**config.mk**
```make
export PLATFORM = sky130hd
export DESIGN_NAME = usb_tx_sched
export DESIGN_NICKNAME = d
export VERILOG_FILES = /design/src/rtl/usb_pkg.sv /design/src/rtl/tx_bit_counter.sv /design/src/rtl/usb_tx_sched.sv
export SDC_FILE = /design/constraint.sdc
export NUM_CORES = 1
export LEC_CHECK = 0
export ABC_AREA = 1
export CORE_MARGIN = 1.5
export CORE_UTILIZATION = 35
export CTS_BUF_LIST = sky130_fd_sc_hd__clkbuf_16
export DETAILED_ROUTE_END_ITERATION = 10
export GPL_ROUTABILITY_DRIVEN = 0
export PLACE_DENSITY_LB_ADDON = 0.08
export REMOVE_ABC_BUFFERS = 1
export SYNTH_ARGS = -nofsm -noshare
export SYNTH_HDL_FRONTEND = slang
export SYNTH_SLANG_ARGS = --single-unit
export TNS_END_PERCENT = 1
```
**constraint.sdc**
```tcl
create_clock -name clk -period 4 [get_ports clk]
set_input_delay 0.4 -clock clk [delete_from_list [all_inputs] [get_ports clk]]
set_output_delay 0.4 -clock clk [all_outputs]
set_load 0.1 [all_outputs]
```
**src/rtl/usb_pkg.sv**
```systemverilog
// Shared encodings and phase lengths for the USB transmit scheduler.
package usb_pkg;

  localparam logic [1:0] SEL_TOKEN  = 2'b01;
  localparam logic [1:0] SEL_DATA   = 2'b11;
  localparam logic [1:0] SEL_HSHAKE = 2'b10;

  localparam int unsigned SYNC_LEN = 8;
  localparam int unsigned EOP_LEN  = 3;

  // Grant vector bit positions, gnt = {hs, data, tok}
  localparam int unsigned GNT_TOK  = 0;
  localparam int unsigned GNT_DATA = 1;
  localparam int unsigned GNT_HS   = 2;

  typedef enum logic [2:0] {
    ST_IDLE,
    ST_LOAD,
    ST_SYNC,
    ST_PAYLOAD,
    ST_EOP
  } tx_state_t;

endpackage

```
**src/rtl/tx_bit_counter.sv**
```systemverilog
// Phase bit counter with synchronous clear and a terminal-count compare.
module tx_bit_counter #(
  parameter int unsigned CNT_W = 10
) (
  input  logic             clk,
  input  logic             rst,
  input  logic             clr,
  input  logic             en,
  input  logic [CNT_W-1:0] tc,
  output logic [CNT_W-1:0] cnt,
  output logic             at_tc_c
);

  always_ff @(posedge clk or posedge rst) begin
    if (rst) begin
      cnt <= '0;
    end else if (clr) begin
      cnt <= '0;
    end else if (en) begin
      cnt <= cnt + CNT_W'(1);
    end
  end

  assign at_tc_c = (cnt == tc);

endmodule

```
**src/rtl/usb_tx_sched.sv**
```systemverilog
// Transmit packet scheduler: arbitrates token/data/handshake requests and sequences
// LOAD, SYNC, PAYLOAD and EOP phases, driving PISO controls and line-phase flags.
module usb_tx_sched
  import usb_pkg::*;
#(
  parameter int unsigned TOK_BITS = 24,
  parameter int unsigned HS_BITS  = 8,
  parameter int unsigned DATA_MIN = 24,
  parameter int unsigned DATA_MAX = 536,
  parameter int unsigned CNT_W    = 10
) (
  input  logic             clk,
  input  logic             rst,
  input  logic             tok_req,
  input  logic             data_req,
  input  logic             hs_req,
  input  logic [CNT_W-1:0] data_len,
  input  logic             abort,
  output logic [1:0]       sel,
  output logic             ld_tok,
  output logic             ld_data,
  output logic             ld_hs,
  output logic             shift,
  output logic             piso_clr,
  output logic             sync_phase,
  output logic             sync_bit,
  output logic             eop_se0,
  output logic             busy,
  output logic [2:0]       gnt,
  output logic             done
);

  if (CNT_W < $clog2(DATA_MAX)) begin : g_cnt_w_check
    $error("usb_tx_sched: CNT_W too narrow for DATA_MAX");
  end

  tx_state_t        state, state_nxt;
  logic [CNT_W-1:0] len, len_nxt;
  logic [CNT_W-1:0] cnt, tc;
  logic             at_tc_c, cnt_clr, cnt_en;
  logic [2:0]       gnt_nxt;
  logic [1:0]       sel_nxt;
  logic             ld_tok_nxt, ld_data_nxt, ld_hs_nxt, shift_nxt, piso_clr_nxt;
  logic             sync_phase_nxt, sync_bit_nxt, eop_se0_nxt, busy_nxt, done_nxt;

  tx_bit_counter #(.CNT_W(CNT_W)) u_cnt (
    .clk     (clk),
    .rst     (rst),
    .clr     (cnt_clr),
    .en      (cnt_en),
    .tc      (tc),
    .cnt     (cnt),
    .at_tc_c (at_tc_c)
  );

  // Terminal count depends only on the current phase, kept apart to avoid a comb loop
  always_comb begin
    tc = '0;
    unique case (state)
      ST_SYNC:    tc = CNT_W'(SYNC_LEN - 1);
      ST_PAYLOAD: tc = len - CNT_W'(1);
      ST_EOP:     tc = CNT_W'(EOP_LEN - 1);
      default:    tc = '0;
    endcase
  end

  always_comb begin
    state_nxt = state;
    gnt_nxt   = gnt;
    sel_nxt   = sel;
    len_nxt   = len;
    unique case (state)
      ST_IDLE: begin
        if (hs_req || tok_req || data_req) begin
          state_nxt = ST_LOAD;
          if (hs_req) begin
            gnt_nxt = 3'b100;
            sel_nxt = SEL_HSHAKE;
            len_nxt = CNT_W'(HS_BITS);
          end else if (tok_req) begin
            gnt_nxt = 3'b001;
            sel_nxt = SEL_TOKEN;
            len_nxt = CNT_W'(TOK_BITS);
          end else begin
            gnt_nxt = 3'b010;
            sel_nxt = SEL_DATA;
            if (data_len < CNT_W'(DATA_MIN))      len_nxt = CNT_W'(DATA_MIN);
            else if (data_len > CNT_W'(DATA_MAX)) len_nxt = CNT_W'(DATA_MAX);
            else                                  len_nxt = data_len;
          end
        end
      end
      ST_LOAD:    state_nxt = ST_SYNC;
      ST_SYNC:    if (at_tc_c) state_nxt = ST_PAYLOAD;
      ST_PAYLOAD: if (at_tc_c) state_nxt = ST_EOP;
      ST_EOP: begin
        if (at_tc_c) begin
          state_nxt = ST_IDLE;
          gnt_nxt   = '0;
        end
      end
      default: state_nxt = ST_IDLE;
    endcase

    if (abort && (state != ST_IDLE)) begin
      state_nxt = ST_IDLE;
      gnt_nxt   = '0;
    end

    // Counter restarts at every phase boundary so each phase counts from zero
    cnt_clr = (state_nxt != state) || (state == ST_IDLE) || (state == ST_LOAD);
    cnt_en  = !cnt_clr;

    ld_tok_nxt     = (state_nxt == ST_LOAD) && gnt_nxt[GNT_TOK];
    ld_data_nxt    = (state_nxt == ST_LOAD) && gnt_nxt[GNT_DATA];
    ld_hs_nxt      = (state_nxt == ST_LOAD) && gnt_nxt[GNT_HS];
    shift_nxt      = (state_nxt == ST_PAYLOAD);
    piso_clr_nxt   = abort && (state != ST_IDLE);
    sync_phase_nxt = (state_nxt == ST_SYNC);
    sync_bit_nxt   = (state == ST_SYNC) && (state_nxt == ST_SYNC) &&
                     (cnt == CNT_W'(SYNC_LEN - 2));
    eop_se0_nxt    = (state_nxt == ST_EOP) &&
                     !((state == ST_EOP) && (cnt == CNT_W'(EOP_LEN - 2)));
    done_nxt       = (state == ST_EOP) && (state_nxt == ST_EOP) &&
                     (cnt == CNT_W'(EOP_LEN - 2));
    busy_nxt       = (state_nxt != ST_IDLE);
  end

  always_ff @(posedge clk or posedge rst) begin
    if (rst) begin
      state      <= ST_IDLE;
      len        <= '0;
      gnt        <= '0;
      sel        <= SEL_TOKEN;
      ld_tok     <= 1'b0;
      ld_data    <= 1'b0;
      ld_hs      <= 1'b0;
      shift      <= 1'b0;
      piso_clr   <= 1'b0;
      sync_phase <= 1'b0;
      sync_bit   <= 1'b0;
      eop_se0    <= 1'b0;
      busy       <= 1'b0;
      done       <= 1'b0;
    end else begin
      state      <= state_nxt;
      len        <= len_nxt;
      gnt        <= gnt_nxt;
      sel        <= sel_nxt;
      ld_tok     <= ld_tok_nxt;
      ld_data    <= ld_data_nxt;
      ld_hs      <= ld_hs_nxt;
      shift      <= shift_nxt;
      piso_clr   <= piso_clr_nxt;
      sync_phase <= sync_phase_nxt;
      sync_bit   <= sync_bit_nxt;
      eop_se0    <= eop_se0_nxt;
      busy       <= busy_nxt;
      done       <= done_nxt;
    end
  end

endmodule

```
==> implementation parameters <==
Parameter                              Value

Clocking
  Clock buffer depth    2
  Maximum level of the CTS H-tree    2
  Clock-pin slew on the worst setup and hold paths    around 0.060 ns
  Clk Latency, worst-skew pair    approximately 0.28 ns
  # resized after CTS    0
  Num CTS Buffers    5
  Post-CTS Hold Buffers    0
  Clk sink count    38
  Setup repair bufs after CTS    0
  Root buffer selected by CTS    clkbuf_16
  Clock tree from TritonCTS    done

Worst setup path
  Largest incremental delay on the critical path    between 0.4 and 0.5 ns
  Ordered list of cells on the worst path    inv_1, ha_1, nand2_1, nor2_1, nand3_1, nand3_1, nand2_1, nand2_1, nand2_1, nor2_1, nand2_1, o21ai_0, nand3_1
  Most repeated library cell on the critical path    nand2_1
  Critical path capture point type    flop
  Count of buffer and inverter cells on the critical path    1
  Type of the setup path with the least slack    flop to flop
  Critical-path cell with the highest stage delay    o21ai_0
  CP Data Arrival Time    approximately 2.6 ns
  Max FO, Critical Path    7
  Crit path required time    ~4.1 ns
  Largest delay share family, worst path    simple AND/OR/NAND/NOR gates
  Element type at the critical path start    flop

Yosys
  Most instantiated cells after synthesis    nand2_1 (67), inv_1 (59), nor2_1 (41)
  Multiplexer share of the synthesized area    0
  Number of synthesized flops with an enable pin    0
  Share of synthesized area occupied by flip-flops and latches    0.396
  Number of synthesized register bits    38
  Combined area of all synthesized cells    around 2400 um^2
  Area fraction of the dominant cell type after synthesis    0.385
  Count of unique library cells instantiated by Yosys    27
  Top post-synthesis cells by area    dfrtp_1 (39%), nand2_1 (10%), inv_1 (9.2%)
  Synthesized-area fraction occupied by xor and xnor cells    0.0292
  Most common flop cell mapped by yosys    dfrtp_1
  Yosys warnings    0
  Top cell type by total area after synthesis    dfrtp_1
  Synth Instances    325
  Share of flip-flops with an asynchronous set or reset after synthesis    1.00
  Synth Area in Compound Gates    0.0531
  Dominant cell by count in the synthesized netlist    nand2_1
  Share of synthesized cell area in and, or, nand and nor gates    0.393
  Syn_area_per_cell    around 7.4 um^2
  Combinational family with the most area after synthesis    simple AND/OR/NAND/NOR gates
  Post-synthesis adder-cell area fraction    0.0208

Layout
  Proportion of layout cells with a drive suffix above 1    0.111
  Final cell count without fillers    439
  Finished Core Util    0.441
  Layout overhead on the synthesized area    23.4%
  NumNets Final    between 300 and 400
  Diodes inserted    0
  Design area    between 2000 and 3000 um^2
  Fillers    695

Timing
  Layout Skew    slightly below 0.007 ns
  Fin crit share    0.605
  Final-report max-slew violation count    0
  Transition time of the tightest slew-check pin    between 0.9 and 1 ns
  Minimum period implied by the final worst setup slack    about 2.4 ns
  Post-route setup slack    roughly 1.6 ns
  Final Hold Fails    0
  Relative slew slack    0.351
  Fin Setup TNS    0 ns
  Final setup violation count    0
  Highest clock frequency the design can meet    between 0.4 and 0.5 GHz
  Unrepaired setup endpoints after global routing    no

Worst hold path
  Classification of the worst-slack hold path    flop to flop

Detailed routing
  Drt via density    ~4.9
  Antenna viol nets, final    0
  Routed vias    approximately 2100
  Routed wirelength normalized by instance count    approximately 13 um
  Count of TritonRoute iterations in the first routing pass    4
  Remaining DRCs    0
  Total Wirelength    between 5 and 6 mm
  Initial DRC count    75

GRT
  Largest net degree at the start of global routing    39
  Number of antenna violations at the first check in global routing    0
  Global route overflow    0
  Global-route usage over all layers    0.168
  Wire length of the first global-routing pass    9.78 mm
  Number of global-route vias before repair    between 2000 and 2500

Floorplanning
  Effective utilization at floorplan    0.358
  Die Area    about 7400 um^2
  Count of standard-cell rows    30
  Number of top-level design ports    31
  Total core area    between 6000 and 7000 um^2
  DIE WIDTH    85.8 um
  Die H    85.8 um

Job
  Number of max-cap violations    0

Pwr
  Static Leak    1.49 nW
  Power density cells    around 800 nW/um^2
  Peak VDD IR    ~0.45 mV

Placement
  Port Buffers    30
  Cell total after placement    431
  HPWL after detailed placement    ~4.3 mm
  Cell Area, Placed    about 2800 um^2
  Worst slack, placed    about 1.4 ns

Run status
  Result of the run    finished, final reports clean
-- layout make-up --
cell class	count	area (um^2)	share of cell area
clock buffers	5	125	0.0422
well taps	80	100	0.0338
clock inverters	3	63.8	0.0215
inverters	60	225	0.0759
repair buffers	31	308	0.104
multi-input cells	222	1190	0.402
flip-flops and latches	38	952	0.321
-- through the flow --
stage / hold WS [ns] / power [mW]
2_1_floorplan: 0.526 / 1.57
3_3_place_gp: 0.460 / 1.87
3_5_place_dp: 0.457 / 1.87
4_1_cts: 0.474 / 2.39
5_1_grt: 0.483 / 2.53
6_report: 0.468 / 2.37
-- tightest hold or removal path: stages (launching register included) --
cell and delay (ns):
dfstp_2 0.37, nand2_1 0.05, nand2_1 0.05
-- cell usage in the layout (no fill, tap or decap), types with 2 or more instances in the layout --
cell,n
clkdlybuf4s50_1,30
nor4_1,2
o21ai_0,4
a21oi_1,2
nand3_1,33
dfrtp_1,37
nor2_2,5
bufinv_16,2
o22ai_1,11
nand3_2,4
nor3_2,10
xor2_1,7
nand2_1,67
nor3_1,3
o211ai_1,2
ha_1,4
nor2_1,41
clkbuf_16,5
inv_1,59
nand4_1,14
nand2_4,2
nand2_2,7
-- per-layer routing --
| metal | part of all wire | vias to the layer above | GRT usage |
|---|---|---|---|
| met5 | 0 | - | 0 |
| met4 | 0.016 | 0 | 0.0572 |
| met3 | 0.038 | 9 | 0.0308 |
| met2 | 0.48 | 50 | 0.280 |
| met1 | 0.47 | 982 | 0.220 |
| li1 | - | 1098 | - |
-- sequential cells by signal, indices dropped and copies added, names as in the netlist --
register / flops
sync_phase: 1
u_cnt.cnt: 10
state: 3
sel: 2
ld_tok: 1
len: 10
shift: 1
eop_se0: 1
ld_hs: 1
sync_bit: 1
gnt: 3
ld_data: 1
piso_clr: 1
busy: 1
done: 1
-- report_power, final --
part	internal, mW	switching, mW
clock network	0.355	0.155
logic	0.324	0.966
registers	0.487	0.0817
total	1.17	1.20
-- final timing paths --
check / slack (ns) / cells after the start / endpoint / start
max in group asynchronous: 3.10 / 3 / u_cnt.cnt[8] / rst
hold reg to reg: 0.47 / 2 / sel[0] / sel[0]
hold / removal: 0.47 / 2 / sel[0] / sel[0]
min in group asynchronous: 0.53 / 3 / ld_tok / rst
setup / recovery: 1.58 / 13 / busy / len[0]
setup reg to reg: 1.58 / 13 / busy / len[0]
-- cells by family (layout without fill, tap and decap cells) --
logic type | count (synthesis) | after routing
XOR/XNOR | 8 | 8
adder cells (fa/ha/maj) | 4 | 4
buffers and inverters | 65 | 99
flip-flops | 38 | 38
AO/OA/AOI/OAI | 21 | 21
AND/OR/NAND/NOR | 189 | 189
(Power assumes the default switching activity.)
